==> config.mk <==
export PLATFORM = sky130hd
export DESIGN_NAME = retospect_clockgen
export DESIGN_NICKNAME = d
export VERILOG_FILES = /design/src/rtl/retospect_clockgen_pkg.sv /design/src/rtl/retospect_clockgen_ch.sv /design/src/rtl/retospect_clockgen.sv
export SDC_FILE = /design/constraint.sdc
export NUM_CORES = 1
export LEC_CHECK = 0
export CORE_ASPECT_RATIO = 1.4
export CORE_UTILIZATION = 50
export DETAILED_ROUTE_END_ITERATION = 6
export PLACE_DENSITY = 0.78
export SLEW_MARGIN = 25
export SYNTH_ARGS = -nofsm -noshare
export SYNTH_HDL_FRONTEND = slang
export SYNTH_SLANG_ARGS = --single-unit
==> constraint.sdc <==
create_clock -name clk -period 2.9 [get_ports clk]
set_input_delay 0.58 -clock clk [delete_from_list [all_inputs] [get_ports clk]]
set_output_delay 0.58 -clock clk [all_outputs]
set_load 0.03 [all_outputs]
==> src/rtl/retospect_clockgen_pkg.sv <==
// retospect_clockgen_pkg: mode encodings and config-field width shared by the clock generator.
package retospect_clockgen_pkg;

    typedef enum logic [1:0] {
        MODE_OFF      = 2'b00,
        MODE_PERIODIC = 2'b01,
        MODE_ONESHOT  = 2'b10,
        MODE_TOGGLE   = 2'b11
    } mode_t;

    localparam int MODE_W      = 2;
    localparam int CNT_W_DEF   = 8;
    localparam int FIELD_W_DEF = CNT_W_DEF + MODE_W;

    // Width of one channel config field {mode, max} for a given counter width.
    function automatic int field_w(input int cnt_w);
        return cnt_w + MODE_W;
    endfunction

endpackage

==> src/rtl/retospect_clockgen_ch.sv <==
// retospect_clockgen_ch: one tick channel -- scan-chain config field, counter, done flag and output register.
module retospect_clockgen_ch
    import retospect_clockgen_pkg::*;
#(
    parameter int CNT_W = 8
) (
    input  logic clk,
    input  logic rst_n,
    input  logic clear,
    input  logic shift,
    input  logic adv,
    input  logic sin,
    output logic sout,
    output logic tick
);

    localparam int FW = field_w(CNT_W);

    logic [FW-1:0]    field;
    logic [CNT_W-1:0] count;
    logic [CNT_W-1:0] count_nx;
    logic             done;
    logic             done_nx;
    logic             tick_nx;
    logic             hit;
    logic             ev;
    mode_t            mode;

    assign mode = mode_t'(field[FW-1 -: MODE_W]);
    assign sout = field[0];

    always_comb begin
        hit      = adv && (count == field[CNT_W-1:0]);
        ev       = hit && (mode != MODE_OFF) && !done;
        count_nx = (mode == MODE_OFF || done || !adv) ? count : hit ? '0 : count + 1'b1;
        done_nx  = done | (ev && mode == MODE_ONESHOT);
        tick_nx  = (mode == MODE_TOGGLE) ? tick ^ ev : ev;
    end

    always_ff @(posedge clk or negedge rst_n) begin
        if (!rst_n) begin
            field <= '0;
            count <= '0;
            done  <= 1'b0;
            tick  <= 1'b0;
        end else if (clear) begin
            if (shift)
                field <= {sin, field[FW-1:1]};
            count <= '0;
            done  <= 1'b0;
            tick  <= 1'b0;
        end else begin
            count <= count_nx;
            done  <= done_nx;
            tick  <= tick_nx;
        end
    end

endmodule

==> src/rtl/retospect_clockgen.sv <==
// retospect_clockgen: N_CH scan-configured tick channels on a shared clockbus.
// Optional tail prescaler field enabled by RETOSPECT_CLOCKGEN_PRESCALE_EN.
module retospect_clockgen
    import retospect_clockgen_pkg::*;
#(
    parameter int N_CH  = 6,
    parameter int CNT_W = 8
) (
    input  logic            clk,
    input  logic            rst_n,
    input  logic            reset_nn,
    input  logic            config_en,
    input  logic            bs_in,
    output logic            bs_out,
    output logic [N_CH+1:0] clockbus
);

    logic            clear;
    logic            shift;
    logic            adv;
    logic [N_CH:0]   chain;
    logic [N_CH-1:0] tick;

    // Soft restart outranks shifting, so a restart cycle never moves the chain.
    assign clear    = reset_nn | config_en;
    assign shift    = config_en & ~reset_nn;
    assign chain[0] = bs_in;
    assign clockbus = {tick, 2'b10};

    for (genvar i = 0; i < N_CH; i++) begin : g_ch
        retospect_clockgen_ch #(.CNT_W(CNT_W)) u_ch (
            .clk   (clk),
            .rst_n (rst_n),
            .clear (clear),
            .shift (shift),
            .adv   (adv),
            .sin   (chain[i]),
            .sout  (chain[i+1]),
            .tick  (tick[i])
        );
    end

`ifdef RETOSPECT_CLOCKGEN_PRESCALE_EN
    logic [CNT_W-1:0] presc;
    logic [CNT_W-1:0] pcnt;

    assign adv    = (pcnt == presc);
    assign bs_out = presc[0];

    always_ff @(posedge clk or negedge rst_n) begin
        if (!rst_n) begin
            presc <= '0;
            pcnt  <= '0;
        end else begin
            if (shift)
                presc <= {chain[N_CH], presc[CNT_W-1:1]};
            pcnt <= (clear || adv) ? '0 : pcnt + 1'b1;
        end
    end
`else
    assign adv    = 1'b1;
    assign bs_out = chain[N_CH];
`endif

endmodule

### Word level (Yosys, flattened, before mapping)

Cells that the tools add are included.

* flip-flop bits (word level): 120
* bits in latches: 0
* memory bits (writable): 0
* ROM bits: 0
* bits of input ports: 5
* output and inout port bits: 9
* word-level logic and storage cells: 148
* memories: 0

* add/sub/neg operators: 6
* multiply operators: 0
* divide/modulo/power cells: 0
* order comparisons: 0
* equal/unequal tests: 24
* shift-type cells: 0
* multiplexer cells: 36
* bitwise logic cells: 15
* reductions and logical operators: 43

Operator list (count)
* $mux W8: 18
* $add A8 B1 Y8 const B: 6
* $eq A8 B8 Y1: 6
* $eq A2 B2 Y1 const B: 12
* $logic_and A1 B1 Y1: 18
* $mux W1: 18
* $logic_not A2 Y1: 6
* $ne A2 B2 Y1 const B: 6
* $reduce_bool A2 Y1: 6
* $or A1 B1 Y1: 7
* $logic_not A1 Y1: 6
* $logic_or A1 B1 Y1: 6
* $xor A1 B1 Y1: 6
* $reduce_and A2 Y1: 1
* $and A1 B1 Y1: 1
* $not A1 Y1: 1

### Longest topological paths before layout

* word-level depth: 6
* gate-level depth with buffers: 6
* gate-level depth less buffers: 6

### By module

From an unflattened synthesis, not the netlist that was laid out.

* cells, all modules: 618
* area, all modules: 6498.7 µm²

Modules (own cells, without submodules)
* retospect_clockgen_ch: instances 6, cells each 102, area each 1077.3 µm², seq. area each 500.5 µm²
* retospect_clockgen: instances 1, cells each 6, area each 35.0 µm², seq. area each 0.0 µm²

### Worst setup path after synthesis

OpenSTA, ideal clock, no wires.

* path kind: in2reg
* start: input port config_en
* end: register g_ch[0].u_ch.field[4]
* library setup time: 0.125 ns
* arrival: 1.657 ns
* data required time: 2.775 ns
* slack: 1.118 ns
* cell stages on the path: 4
* buffers on the path: 2
* path through: nor2b_1 > buf_1 > buf_2 > mux2_2

* cells in the longest elaborated chain, start to end: 2
* elaborated cells between the ends (all ways): 3
* classes of those cells: 2 x bitwise; 1 x reduce/logical

Ends and longest elaborated chain
* from (decl): line retospect_clockgen.sv:12 `input logic config_en,`
* $or A1 B1 Y1 or $and A1 B1 Y1 (tied branches): line retospect_clockgen.sv:25, retospect_clockgen.sv:26
* $reduce_and A2 Y1 (no source line) (*)
* to (signal assigned): line retospect_clockgen_ch.sv:48 `field <= {sin, field[FW-1:1]};`
* to (decl): line retospect_clockgen_ch.sv:19 `logic [FW-1:0] field;`

Every way passes the cells marked *; elsewhere a longest branch is shown, timed or not.
A chain may end at the register's enable or synchronous reset.

### Worst setup path after layout

* start: register g_ch[1].u_ch.tick
* end: output port clockbus[3]

RTL lines
* from (decl): line retospect_clockgen_ch.sv:14 `output logic tick`
* from (signal assigned): line retospect_clockgen_ch.sv:55 `tick <= tick_nx;`
* to (decl): line retospect_clockgen.sv:15 `output logic [N_CH+1:0] clockbus`

No word-level cell between the ends.

==> results.yml <==
detailed_routing:
  antenna_left: 0
  routed_wl_um: 11900
  drtIter0Drc: 323
  drc: 0
  drtPass1Iterations: 4
  post_drt_via_cell_ratio: 5.92
  dr_total_vias: 4381
  wl_per_cell_um: 16.1
sta:
  slew_headroom: 0.537
  rsz0062_at_grt: "false"
  timing.fmax_mhz: 473
  hold_viol: 0
  fin_crit_sh: 0.729
  period_minus_slack_ns: 2.12
  finalSetupViolations: 0
  tns_ns: 0
  fin_worst_skew_ns: 0.00609
  setup_slack_ns: 0.785
  tightestPinTransition_ns: 0.694
  slew_viol_final: 0
critical_path:
  r2r_cells: 5
  r2r_slack_ns: 0.97
  worst_setup_path_end_kind: "primary output"
  worstPathRequired_ns: 2.32
  r2r-end: "g_ch[2].u_ch.count[5]"
  timing.rr.start: "g_ch[2].u_ch.count[7]"
  crit_type: "flop to primary output"
  cp_max_fo: 4
  worst_ep_arrival_time_ns: 1.54
  crit_slowest_cell: "clkdlybuf4s50_1"
  worstPathCellList: "clkdlybuf4s50_1"
  critPathCapture: "clockbus[3]"
  max_stage_delay_ns: 0.70
  crit_cells: 1
  startpoint: "g_ch[1].u_ch.tick"
  path_buf_inv: 1
  start_kind: "flop"
  cp_top_family: "buffers and inverters"
place:
  numPortBuffers: 11
  pre_cts_ws_ns: 0.452
  dp_cells: 709
  gp_congestion: 0.853
  dpl.hpwl_um: 8070
cts:
  clock-root-buffer: "clkbuf_16"
  cts.sinks: 120
  ctsResizeCount: 0
  cts_buffer_depth: 2
  clk_latency_ns: 0.41
  htree_levels: 4
  cts_buffers: 17
  clk_pin_slew_worst_paths_ns: 0.05
  ctsHoldBuffers: 0
  cts_tree: "yes"
  cts_setup_buffers: 0
cells_and_area:
  final_layout_size_suffix_gt1_frac: 0.187
  fin_cells: 740
  syn_to_final_growth_pct: 14.2
  antenna_cells: 0
  nFillCells: 938
  utilization: 0.591
  fin_nets: 592
die:
  core_area_mm2: 0.0119
  die_area_mm2: 0.0128
  start_util: 0.518
  die_y_um: 133
  io_pins: 14
  rows: 47
  die_w_um: 95.7
global_route:
  grtUsageTotal: 0.210
  grt_max_degree: 67
  antenna_found_initial: 0
  first_global_vias: 4466
  grt_overflow: 0
  grt_pass1_wl_um: 20600
flow_run:
  max-cap-violations: 0
synth:
  netlist_instances: 572
  synth_top_area_frac: 0.488
  syn_area_mm2: 0.00615
  synth.most_common_cell: "dfrtp_1"
  synth.yosys.seq_area_share: 0.488
  synth_edf_count: 0
  syn_area_per_cell_um2: 10.8
  ys.warnings.count: 0
  netlist_top_cells_area: "dfrtp_1, mux2_2, xnor2_1"
  ys.flop_type: "dfrtp_1"
  synth_seq_cells: 120
  synth_top_cell_by_area: "dfrtp_1"
  synth_nets: 583
  synth_common_cells: "dfrtp_1, mux2_2, nand2_1"
  async_reset_ff_frac: 1.00
  ys_types: 61
power_and_ir_drop:
  p_int_mw: 4.37
  switchingPower_mw: 2.08
  powerDensity_mw_per_mm2: 917
  clkPwrFrac: 0.363
  p_leak_nw: 3.10
  pwr-share-seq: 0.378
  power_mw: 6.44
  switching_share: 0.322
  ir_drop_mv: 0.442
  comb_power_share: 0.259
run_status:
  status: "completed"
min_path:
  min_path_type: "primary input to async pin"
-- worst min path at each step --
stage,cells after the start,end,slack (ns)
5_1_grt,1,g_ch[1].u_ch.field[3],0.26
2_1_floorplan,0,g_ch[0].u_ch.count[0],0.28
3_3_place_gp,1,g_ch[0].u_ch.count[7],0.51
6_report,1,g_ch[1].u_ch.field[3],0.21
3_5_place_dp,1,g_ch[0].u_ch.count[7],0.52
4_1_cts,1,g_ch[1].u_ch.count[3],0.23
-- final cells by class --
cell class | count | area, um2 | area share
Clock buffer | 23 | 498 | 0.0709
Clock inverter | 8 | 165 | 0.0235
Inverter | 11 | 41.3 | 0.00588
Multi-Input combinational cell | 415 | 2960 | 0.422
Sequential cell | 120 | 3000 | 0.428
Tap cell | 147 | 184 | 0.0262
Timing Repair Buffer | 16 | 170 | 0.0242
-- stage by stage --
step | hold WS, ns | area, um2
finish | 0.209 | 7020
global route | 0.257 | 7020
CTS | 0.234 | 7020
detailed placement | 0.521 | 6360
global placement | 0.514 | 6360
floorplan | 0.284 | 6150
-- state kept, by name (all words and copies together), names as in the netlist --
register,cells
g_ch.u_ch.tick,6
g_ch.u_ch.done,6
g_ch.u_ch.field,60
g_ch.u_ch.count,48
-- metal layers --
layer	share of wire	GRT usage	vias to the layer above
li1	-	-	2083
met3	0.029	0.0576	32
met2	0.53	0.353	105
met1	0.41	0.245	2161
met5	0	0	-
met4	0.027	0.0937	0
-- logic make-up after synthesis --
logic type | synth area share
compound gates | 0.129
xor+xnor | 0.0732
fa+ha+maj | 0.0122
buf+inv | 0.0317
flops | 0.488
mux | 0.111
other cells | 0.00122
simple gates | 0.153
-- power groups by stage --
| stage | registers, mW | clock network (mW) | logic, mW |
|---|---|---|---|
| after floorplan | 2.32 | 0 | 1.39 |
| after global placement | 2.43 | 0 | 1.57 |
| after detailed placement | 2.46 | 0 | 1.64 |
| after CTS | 2.44 | 2.36 | 1.67 |
| after global routing | 2.49 | 2.45 | 1.84 |
| final | 2.43 | 2.34 | 1.67 |
-- placed cells by master (no fill, tap or decap), drive strengths merged, types with 3 or more instances in the layout --
cell	instances
dfrtp	120
mux2	58
nand2	47
xnor2	32
o21ai	30
nor2	28
nand3	25
a21oi	23
clkbuf	23
xor2	16
nand4	15
a31oi	13
inv	11
and3	11
a22o	11
clkdlybuf4s50	10
and2	9
a21o	8
nor2b	8
o21bai	6
o31ai	6
ha	6
nor4	6
buf	6
nor3	5
or3	5
bufinv	5
or3b	5
or4	4
o22ai	4
nand2b	4
o2111ai	3
o2bb2ai	3
mux2i	3
clkinv	3
a41oi	3
No activity file was read; power rests on OpenSTA's default activity.
